$ cat config.mk
export PLATFORM = sky130hd
export DESIGN_NAME = multicycle_ctrl_flat
export DESIGN_NICKNAME = d
export VERILOG_FILES = /design/src/rtl/multicycle_ctrl_pkg.sv /design/src/rtl/multicycle_ctrl_if.sv /design/src/rtl/multicycle_ctrl.sv /design/src/flat_wrapper.sv
export SDC_FILE = /design/constraint.sdc
export NUM_CORES = 1
export LEC_CHECK = 0
export CAP_MARGIN = 5
export CORE_AREA = 3 3 40 42
export DETAILED_ROUTE_END_ITERATION = 10
export DIE_AREA = 0 0 43 45
export PLACE_DENSITY = 0.76
export SETUP_SLACK_MARGIN = 0.2
export SLEW_MARGIN = 20
export SYNTH_ARGS = -nofsm -noshare
export SYNTH_HDL_FRONTEND = slang
export SYNTH_SLANG_ARGS = --single-unit
$ cat constraint.sdc
create_clock -name clk -period 2.3 [get_ports clk]
set_input_delay 0.46 -clock clk [delete_from_list [all_inputs] [get_ports clk]]
set_output_delay 0.46 -clock clk [all_outputs]
set_load 0.01 [all_outputs]
$ cat src/rtl/multicycle_ctrl_pkg.sv
// Shared constants for the multicycle MIPS control unit: opcodes, control field codes, state codes.
// Pure declarations, no timing or flow control of their own.
package multicycle_pkg;

    localparam logic [5:0] OP_RTYPE = 6'b000000;
    localparam logic [5:0] OP_LW    = 6'b100011;
    localparam logic [5:0] OP_SW    = 6'b101011;
    localparam logic [5:0] OP_BEQ   = 6'b000100;
    localparam logic [5:0] OP_J     = 6'b000010;
    localparam logic [5:0] OP_JAL   = 6'b000011;
    localparam logic [5:0] OP_ADDI  = 6'b001000;
    localparam logic [5:0] OP_ANDI  = 6'b001100;

    localparam logic [1:0] ALUOP_ADD   = 2'b00;
    localparam logic [1:0] ALUOP_SUB   = 2'b01;
    localparam logic [1:0] ALUOP_FUNCT = 2'b10;
    localparam logic [1:0] ALUOP_AND   = 2'b11;

    localparam logic [1:0] PCSRC_ALU    = 2'b00;
    localparam logic [1:0] PCSRC_JUMP   = 2'b01;
    localparam logic [1:0] PCSRC_ALUOUT = 2'b10;

    localparam logic [1:0] SRCB_B    = 2'b00;
    localparam logic [1:0] SRCB_FOUR = 2'b01;
    localparam logic [1:0] SRCB_IMM  = 2'b10;
    localparam logic [1:0] SRCB_BOFF = 2'b11;

    localparam logic [1:0] REGDST_RT  = 2'b00;
    localparam logic [1:0] REGDST_RD  = 2'b01;
    localparam logic [1:0] REGDST_R31 = 2'b10;

    localparam logic [1:0] MEMTOREG_ALUOUT = 2'b00;
    localparam logic [1:0] MEMTOREG_MDR    = 2'b01;
    localparam logic [1:0] MEMTOREG_PC     = 2'b10;

    typedef enum logic [3:0] {
        S_RST    = 4'd0,
        S_FETCH  = 4'd1,
        S_DECODE = 4'd2,
        S_MEMADR = 4'd3,
        S_MEMRD  = 4'd4,
        S_MEMWB  = 4'd5,
        S_MEMWR  = 4'd6,
        S_RTEXE  = 4'd7,
        S_RTWB   = 4'd8,
        S_BEQ    = 4'd9,
        S_JMP    = 4'd10,
        S_JAL    = 4'd11,
        S_ADDIEX = 4'd12,
        S_ANDIEX = 4'd13,
        S_IMMWB  = 4'd14,
        S_HALT   = 4'd15
    } state_t;

    // Full datapath control word, one field per strobe.
    typedef struct packed {
        logic       alusrca;
        logic       memread;
        logic       memwrite;
        logic       regwrite;
        logic       iord;
        logic       irwrite;
        logic       pcwrite;
        logic       pcwritecond;
        logic [1:0] pcsrc;
        logic [1:0] alusrcb;
        logic [1:0] aluop;
        logic [1:0] regdst;
        logic [1:0] memtoreg;
    } ctrl_t;

    function automatic logic is_legal_op(input logic [5:0] op);
        case (op)
            OP_RTYPE, OP_LW, OP_SW, OP_BEQ,
            OP_J, OP_JAL, OP_ADDI, OP_ANDI: is_legal_op = 1'b1;
            default:                        is_legal_op = 1'b0;
        endcase
    endfunction

endpackage

$ cat src/rtl/multicycle_ctrl_if.sv
// Control bundle between the control FSM (master) and the datapath (slave); CTRL_ILLEGAL_TRAP_EN adds illegal_op.
// Wires only: every strobe is a level valid for the whole cycle, no handshake.
interface multicycle_ctrl_if;

    logic [5:0] opcode;
    logic       ALUSrcA;
    logic       memread;
    logic       memwrite;
    logic       regwrite;
    logic       IorD;
    logic       IRWrite;
    logic       PCWrite;
    logic       PCWriteCond;
    logic [1:0] PCSrc;
    logic [1:0] ALUSrcB;
    logic [1:0] ALUOp;
    logic [1:0] regdst;
    logic [1:0] memtoreg;
    logic [3:0] state_o;
`ifdef CTRL_ILLEGAL_TRAP_EN
    logic       illegal_op;

    modport master (
        input  opcode,
        output ALUSrcA, memread, memwrite, regwrite, IorD, IRWrite,
               PCWrite, PCWriteCond, PCSrc, ALUSrcB, ALUOp, regdst,
               memtoreg, state_o, illegal_op
    );

    modport slave (
        output opcode,
        input  ALUSrcA, memread, memwrite, regwrite, IorD, IRWrite,
               PCWrite, PCWriteCond, PCSrc, ALUSrcB, ALUOp, regdst,
               memtoreg, state_o, illegal_op
    );
`else
    modport master (
        input  opcode,
        output ALUSrcA, memread, memwrite, regwrite, IorD, IRWrite,
               PCWrite, PCWriteCond, PCSrc, ALUSrcB, ALUOp, regdst,
               memtoreg, state_o
    );

    modport slave (
        output opcode,
        input  ALUSrcA, memread, memwrite, regwrite, IorD, IRWrite,
               PCWrite, PCWriteCond, PCSrc, ALUSrcB, ALUOp, regdst,
               memtoreg, state_o
    );
`endif

endinterface

$ cat src/rtl/multicycle_ctrl.sv
// Moore control FSM for the multicycle MIPS core; CTRL_ILLEGAL_TRAP_EN traps unknown opcodes into S_HALT.
// Strobes are a pure decode of the state register (CPI 3-5), no backpressure; rst aborts instantly.
module multicycle_ctrl
    import multicycle_pkg::*;
(
    input  logic             clk,
    input  logic             rst,
    multicycle_ctrl_if.master bus
);

    state_t state;
    state_t state_nxt;
    ctrl_t  ctrl;

    always_ff @(posedge clk or posedge rst) begin
        if (rst) begin
            state <= S_RST;
        end else begin
            state <= state_nxt;
        end
    end

    always_comb begin
        state_nxt = state;
        case (state)
            S_RST:    state_nxt = S_FETCH;
            S_FETCH:  state_nxt = S_DECODE;
            S_DECODE: begin
                if (!is_legal_op(bus.opcode)) begin
`ifdef CTRL_ILLEGAL_TRAP_EN
                    state_nxt = S_HALT;
`else
                    state_nxt = S_FETCH;
`endif
                end else begin
                    case (bus.opcode)
                        OP_LW, OP_SW: state_nxt = S_MEMADR;
                        OP_RTYPE:     state_nxt = S_RTEXE;
                        OP_BEQ:       state_nxt = S_BEQ;
                        OP_J:         state_nxt = S_JMP;
                        OP_JAL:       state_nxt = S_JAL;
                        OP_ADDI:      state_nxt = S_ADDIEX;
                        OP_ANDI:      state_nxt = S_ANDIEX;
                        default:      state_nxt = S_FETCH;
                    endcase
                end
            end
            S_MEMADR: state_nxt = (bus.opcode == OP_LW) ? S_MEMRD : S_MEMWR;
            S_MEMRD:  state_nxt = S_MEMWB;
            S_MEMWB:  state_nxt = S_FETCH;
            S_MEMWR:  state_nxt = S_FETCH;
            S_RTEXE:  state_nxt = S_RTWB;
            S_RTWB:   state_nxt = S_FETCH;
            S_BEQ:    state_nxt = S_FETCH;
            S_JMP:    state_nxt = S_FETCH;
            S_JAL:    state_nxt = S_FETCH;
            S_ADDIEX: state_nxt = S_IMMWB;
            S_ANDIEX: state_nxt = S_IMMWB;
            S_IMMWB:  state_nxt = S_FETCH;
            S_HALT:   state_nxt = S_HALT;
            default:  state_nxt = S_RST;
        endcase
    end

    always_comb begin
        ctrl          = '0;
        ctrl.pcsrc    = PCSRC_ALU;
        ctrl.alusrcb  = SRCB_B;
        ctrl.aluop    = ALUOP_ADD;
        ctrl.regdst   = REGDST_RT;
        ctrl.memtoreg = MEMTOREG_ALUOUT;
        case (state)
            S_FETCH: begin
                ctrl.memread = 1'b1;
                ctrl.irwrite = 1'b1;
                ctrl.alusrcb = SRCB_FOUR;
                ctrl.pcwrite = 1'b1;
            end
            // Branch target is computed speculatively while the opcode decodes.
            S_DECODE: ctrl.alusrcb = SRCB_BOFF;
            S_MEMADR: begin
                ctrl.alusrca = 1'b1;
                ctrl.alusrcb = SRCB_IMM;
            end
            S_MEMRD: begin
                ctrl.memread = 1'b1;
                ctrl.iord    = 1'b1;
            end
            S_MEMWB: begin
                ctrl.regwrite = 1'b1;
                ctrl.memtoreg = MEMTOREG_MDR;
            end
            S_MEMWR: begin
                ctrl.memwrite = 1'b1;
                ctrl.iord     = 1'b1;
            end
            S_RTEXE: begin
                ctrl.alusrca = 1'b1;
                ctrl.aluop   = ALUOP_FUNCT;
            end
            S_RTWB: begin
                ctrl.regwrite = 1'b1;
                ctrl.regdst   = REGDST_RD;
            end
            S_BEQ: begin
                ctrl.alusrca     = 1'b1;
                ctrl.aluop       = ALUOP_SUB;
                ctrl.pcwritecond = 1'b1;
                ctrl.pcsrc       = PCSRC_ALUOUT;
            end
            S_JMP: begin
                ctrl.pcwrite = 1'b1;
                ctrl.pcsrc   = PCSRC_JUMP;
            end
            // Link register captures PC+4 on the same edge the PC takes the target.
            S_JAL: begin
                ctrl.pcwrite  = 1'b1;
                ctrl.pcsrc    = PCSRC_JUMP;
                ctrl.regwrite = 1'b1;
                ctrl.regdst   = REGDST_R31;
                ctrl.memtoreg = MEMTOREG_PC;
            end
            S_ADDIEX: begin
                ctrl.alusrca = 1'b1;
                ctrl.alusrcb = SRCB_IMM;
                ctrl.aluop   = ALUOP_ADD;
            end
            S_ANDIEX: begin
                ctrl.alusrca = 1'b1;
                ctrl.alusrcb = SRCB_IMM;
                ctrl.aluop   = ALUOP_AND;
            end
            S_IMMWB: ctrl.regwrite = 1'b1;
            default: ;
        endcase
    end

`ifdef CTRL_ILLEGAL_TRAP_EN
    logic illegal_q;

    always_ff @(posedge clk or posedge rst) begin
        if (rst) begin
            illegal_q <= 1'b0;
        end else if (state == S_DECODE && !is_legal_op(bus.opcode)) begin
            illegal_q <= 1'b1;
        end
    end

    assign bus.illegal_op = illegal_q;
`endif

    assign bus.ALUSrcA     = ctrl.alusrca;
    assign bus.memread     = ctrl.memread;
    assign bus.memwrite    = ctrl.memwrite;
    assign bus.regwrite    = ctrl.regwrite;
    assign bus.IorD        = ctrl.iord;
    assign bus.IRWrite     = ctrl.irwrite;
    assign bus.PCWrite     = ctrl.pcwrite;
    assign bus.PCWriteCond = ctrl.pcwritecond;
    assign bus.PCSrc       = ctrl.pcsrc;
    assign bus.ALUSrcB     = ctrl.alusrcb;
    assign bus.ALUOp       = ctrl.aluop;
    assign bus.regdst      = ctrl.regdst;
    assign bus.memtoreg    = ctrl.memtoreg;
    assign bus.state_o     = state;

endmodule

$ cat src/flat_wrapper.sv
// flat-port wrapper written by rule: the top's interface ports become plain ports
module multicycle_ctrl_flat import multicycle_pkg::*;
  (clk, rst, bus_opcode, bus_ALUSrcA, bus_memread, bus_memwrite, bus_regwrite, bus_IorD, bus_IRWrite, bus_PCWrite, bus_PCWriteCond, bus_PCSrc, bus_ALUSrcB, bus_ALUOp, bus_regdst, bus_memtoreg, bus_state_o);
  multicycle_ctrl_if bus_i ();
  input  logic clk;
  input  logic rst;
  input wire logic [$bits(bus_i.opcode)-1:0] bus_opcode;
  output wire logic [$bits(bus_i.ALUSrcA)-1:0] bus_ALUSrcA;
  output wire logic [$bits(bus_i.memread)-1:0] bus_memread;
  output wire logic [$bits(bus_i.memwrite)-1:0] bus_memwrite;
  output wire logic [$bits(bus_i.regwrite)-1:0] bus_regwrite;
  output wire logic [$bits(bus_i.IorD)-1:0] bus_IorD;
  output wire logic [$bits(bus_i.IRWrite)-1:0] bus_IRWrite;
  output wire logic [$bits(bus_i.PCWrite)-1:0] bus_PCWrite;
  output wire logic [$bits(bus_i.PCWriteCond)-1:0] bus_PCWriteCond;
  output wire logic [$bits(bus_i.PCSrc)-1:0] bus_PCSrc;
  output wire logic [$bits(bus_i.ALUSrcB)-1:0] bus_ALUSrcB;
  output wire logic [$bits(bus_i.ALUOp)-1:0] bus_ALUOp;
  output wire logic [$bits(bus_i.regdst)-1:0] bus_regdst;
  output wire logic [$bits(bus_i.memtoreg)-1:0] bus_memtoreg;
  output wire logic [$bits(bus_i.state_o)-1:0] bus_state_o;
  assign bus_i.opcode = bus_opcode;
  assign bus_ALUSrcA = bus_i.ALUSrcA;
  assign bus_memread = bus_i.memread;
  assign bus_memwrite = bus_i.memwrite;
  assign bus_regwrite = bus_i.regwrite;
  assign bus_IorD = bus_i.IorD;
  assign bus_IRWrite = bus_i.IRWrite;
  assign bus_PCWrite = bus_i.PCWrite;
  assign bus_PCWriteCond = bus_i.PCWriteCond;
  assign bus_PCSrc = bus_i.PCSrc;
  assign bus_ALUSrcB = bus_i.ALUSrcB;
  assign bus_ALUOp = bus_i.ALUOp;
  assign bus_regdst = bus_i.regdst;
  assign bus_memtoreg = bus_i.memtoreg;
  assign bus_state_o = bus_i.state_o;
  multicycle_ctrl u_core (.clk(clk), .rst(rst), .bus(bus_i));
endmodule
==> summary.txt <==
Critical path
  • CP max stage delay: ~0.53 ns
  • Critical Path End Type: output pin
  • Worst endpoint data arrival time: ~1.5 ns
  • Worst path cell trace: nand2b_4 > nor2_1 > clkdlybuf4s50_1
  • R2R cell count: 5
  • Critical path's slowest cell: clkdlybuf4s50_1
  • CP required: 1.84 ns
  • Kind of critical path: reg2out
  • Crit Path Max Fanout: 11
  • Worst setup SP type: flip-flop

Timing
  • Rel. slew slack: a little under nine tenths
  • Clock Skew: 0.005409 ns
  • Final worst slack: a little over 0.3 ns
  • Fin crit share: 86.46%
  • Worst Tran Pin Value: 0.2201 ns
  • Final hold vios: 0
  • FMAX: 502.9 MHz
  • Setup-failing EPs final: 0
  • Post-route setup TNS: 0 ns
  • RSZ-0062 raised after global routing: no
  • Pins over their slew limit: 0
  • Min Tclk post-route: between 1.5 and 2 ns

Route
  • Via density: roughly 5.2
  • Antenna-violating nets left: 0
  • DRT iter0 DRCs: 10
  • Drt pass-1 iters: 4
  • Vias: ~660
  • DRC: 0
  • DR WL/cell: about 12 um
  • Post-Route WL: about 1.5 mm

Place
  • Area after DPL: between 700 and 800 um^2
  • PortBufs: 29
  • RD Place Congestion: between 0.7 and 0.8
  • Pre-CTS setup slack: around 0.30 ns
  • Placed Cells: 116
  • Post-DP HPWL: about 1.2 mm

GRT
  • Pin count of the biggest net entering global routing: 12
  • Vias in the first global route: 590
  • Tot GR Track Use: between 15 and 20%
  • Global route overflow: 0
  • Initial antenna violation count: 0
  • First-pass GRT wire length: 2.518 mm

Floorplan
  • DIE AREA: about 1900 um^2
  • Starting Density: a little under two fifths
  • Die W: ~43 um
  • CORE AREA: ~1300 um^2
  • I/O pin count: 30
  • Die Ht: roughly 45 um
  • Core Rows: 13

Synth
  • Largest area contributor in the netlist: dfrtp_1
  • Synth Area per Inst: 6.339 um^2
  • YS warnings: 0
  • Seq cells post-synth: 4
  • Cell area after synthesis: about 480 um^2
  • Sequential cell area fraction in the yosys report: between 20% and 30%
  • Cells after Synth: between 70 and 80
  • Top cell type's share of synthesized area: a little over a fifth
  • Net Count, Synth: 83
  • Synth top area cells: dfrtp_1 (21%), nor2_1 (9.5%), nor3_1 (7.4%)
  • Yosys cell types: 26

Power
  • Total power draw: slightly above 1 mW
  • Flop pwr share: around 16%
  • Leak: between 0.5 and 0.6 nW
  • Clock power share: 8.4%
  • NetSw: approximately 0.46 mW
  • Comb pwr share: 75.1%
  • Worst VDD drop: approximately 0.00071 V
  • Sw frac: ~44%
  • Power density cells: between 1000 and 1500 nW/um^2
  • Pint: 0.5758 mW

Final layout
  • Share of cells above drive strength 1: ~17%
  • Final Net Count: 121
  • Area Growth Syn to Fin: 85.53%
  • Antenna fix cells: 0
  • Max reg flops: 4
  • Post-Layout Cell Count: 126
  • Fin area: roughly 880 um^2

Clock tree
  • Worst skew pair latency: 0.24 ns
  • CTS tree: done
  • Total CTS buffers: 3
  • Root buf cell: clkbuf_4
  • Worst-path clk slew: roughly 0.040 ns
  • Hold buffer count at CTS: 0
  • Max Root-Sink Buffers: 2
  • CTS H-tree lvls: 1
  • CTS Sinks: 4

Job
  • MaxCap Viol Count: 0

Hold path
  • Hold crit path type: in2async

Status
  • Status: finished clean
worst max-delay path: cells and delay by family (launching register included):
family / cells / cell delay, ns
buffers and inverters: 1 / 0.53
DFF: 1 / 0.47
and+or+nand+nor: 2 / 0.29
worst paths after layout:
check	start	endpoint	slack [ns]
max in group asynchronous	rst	u_core.bus.state_o[2]	1.73
min in group clk	u_core.bus.state_o[2]	u_core.bus.state_o[3]	0.74
hold / removal	rst	u_core.bus.state_o[0]	0.40
hold reg to reg	u_core.bus.state_o[2]	u_core.bus.state_o[3]	0.74
setup reg to reg	u_core.bus.state_o[0]	u_core.bus.state_o[3]	0.53
setup / recovery	u_core.bus.state_o[3]	bus_memtoreg[0]	0.31
metrics by stage:
step / util (%) / hold slack (ns)
2_1_floorplan: - / 0.2261
3_3_place_gp: 60.47 / 0.6491
5_1_grt: 68.65 / 0.4042
4_1_cts: 66.50 / 0.4022
3_5_place_dp: 60.47 / 0.6540
6_report: 68.65 / 0.4031
layout by cell type (no fill, tap or decap), types with 2 or more instances in the layout:
cell type	synthesis	final
nor2_1	12	12
nand2_1	9	9
inv_1	5	5
a21oi_1	3	3
o22ai_1	2	2
nand3_1	5	5
o21ai_0	3	3
buf_4	2	10
mux2i_1	2	2
clkbuf_4	0	3
dlygate4sd2_1	0	7
nor3_1	7	7
dfrtp_2	0	3
nand2b_4	0	2
clkdlybuf4s50_1	0	15
dlymetal6s2s_1	0	7
power by group through the flow:
stage	Clock (mW)	Sequential [mW]	Combinational (mW)
finish	0.0873	0.170	0.777
global route	0.100	0.178	0.854
CTS	0.0901	0.168	0.778
detailed placement	0	0.170	0.724
global placement	0	0.169	0.713
floorplan	0	0.150	0.377
kinds of logic after synthesis:
group                  Yosys count  synth area share, %
AO/OA/AOI/OAI                   15                20.26
XOR/XNOR                         2                3.685
buffers and inverters           11                10.26
flip-flops                       4                21.05
multiplexers                     2                4.211
AND/OR/NAND/NOR                 41                40.53
timing repair:
action	4_1_cts	5_1_grt
pin swaps	0	0
endpoints found under the setup margin	18	7
setup buffers	6	1
gates cloned	0	0
gates resized for setup	13	8
area by class of cell:
type	count	area (um^2)
Fill cell	118	402.9
Timing Repair Buffer	39	374.1
Multi-Input combinational cell	60	344.1
Sequential cell	4	103.9
Clock buffer	3	22.52
Inverter	5	18.77
Tap cell	15	18.77
Yosys cell counts:
cell type / instances
nor2_1: 12
nand2_1: 9
nor3_1: 7
inv_1: 5
nand3_1: 5
clkbuf_1: 4
dfrtp_1: 4
nand2b_1: 4
a21oi_1: 3
o21ai_0: 3
buf_4: 2
mux2i_1: 2
o22ai_1: 2
a21boi_0: 1
a21o_1: 1
a31oi_1: 1
nand4b_1: 1
nor2b_1: 1
o21a_1: 1
o2bb2ai_1: 1
o31a_1: 1
o31ai_1: 1
or3_1: 1
or4_1: 1
xnor2_1: 1
xor2_1: 1
layer usage:
layer  up-vias  global-route usage [%]  part of all wire (%)
met1       306                   18.89                    40
met2        26                   31.74                    53
met4         0                   1.807                     0
li1        329                       -                     -
met5         -                       0                     0
met3         0                   6.375                   7.0
No activity file was read; power rests on OpenSTA's default activity.
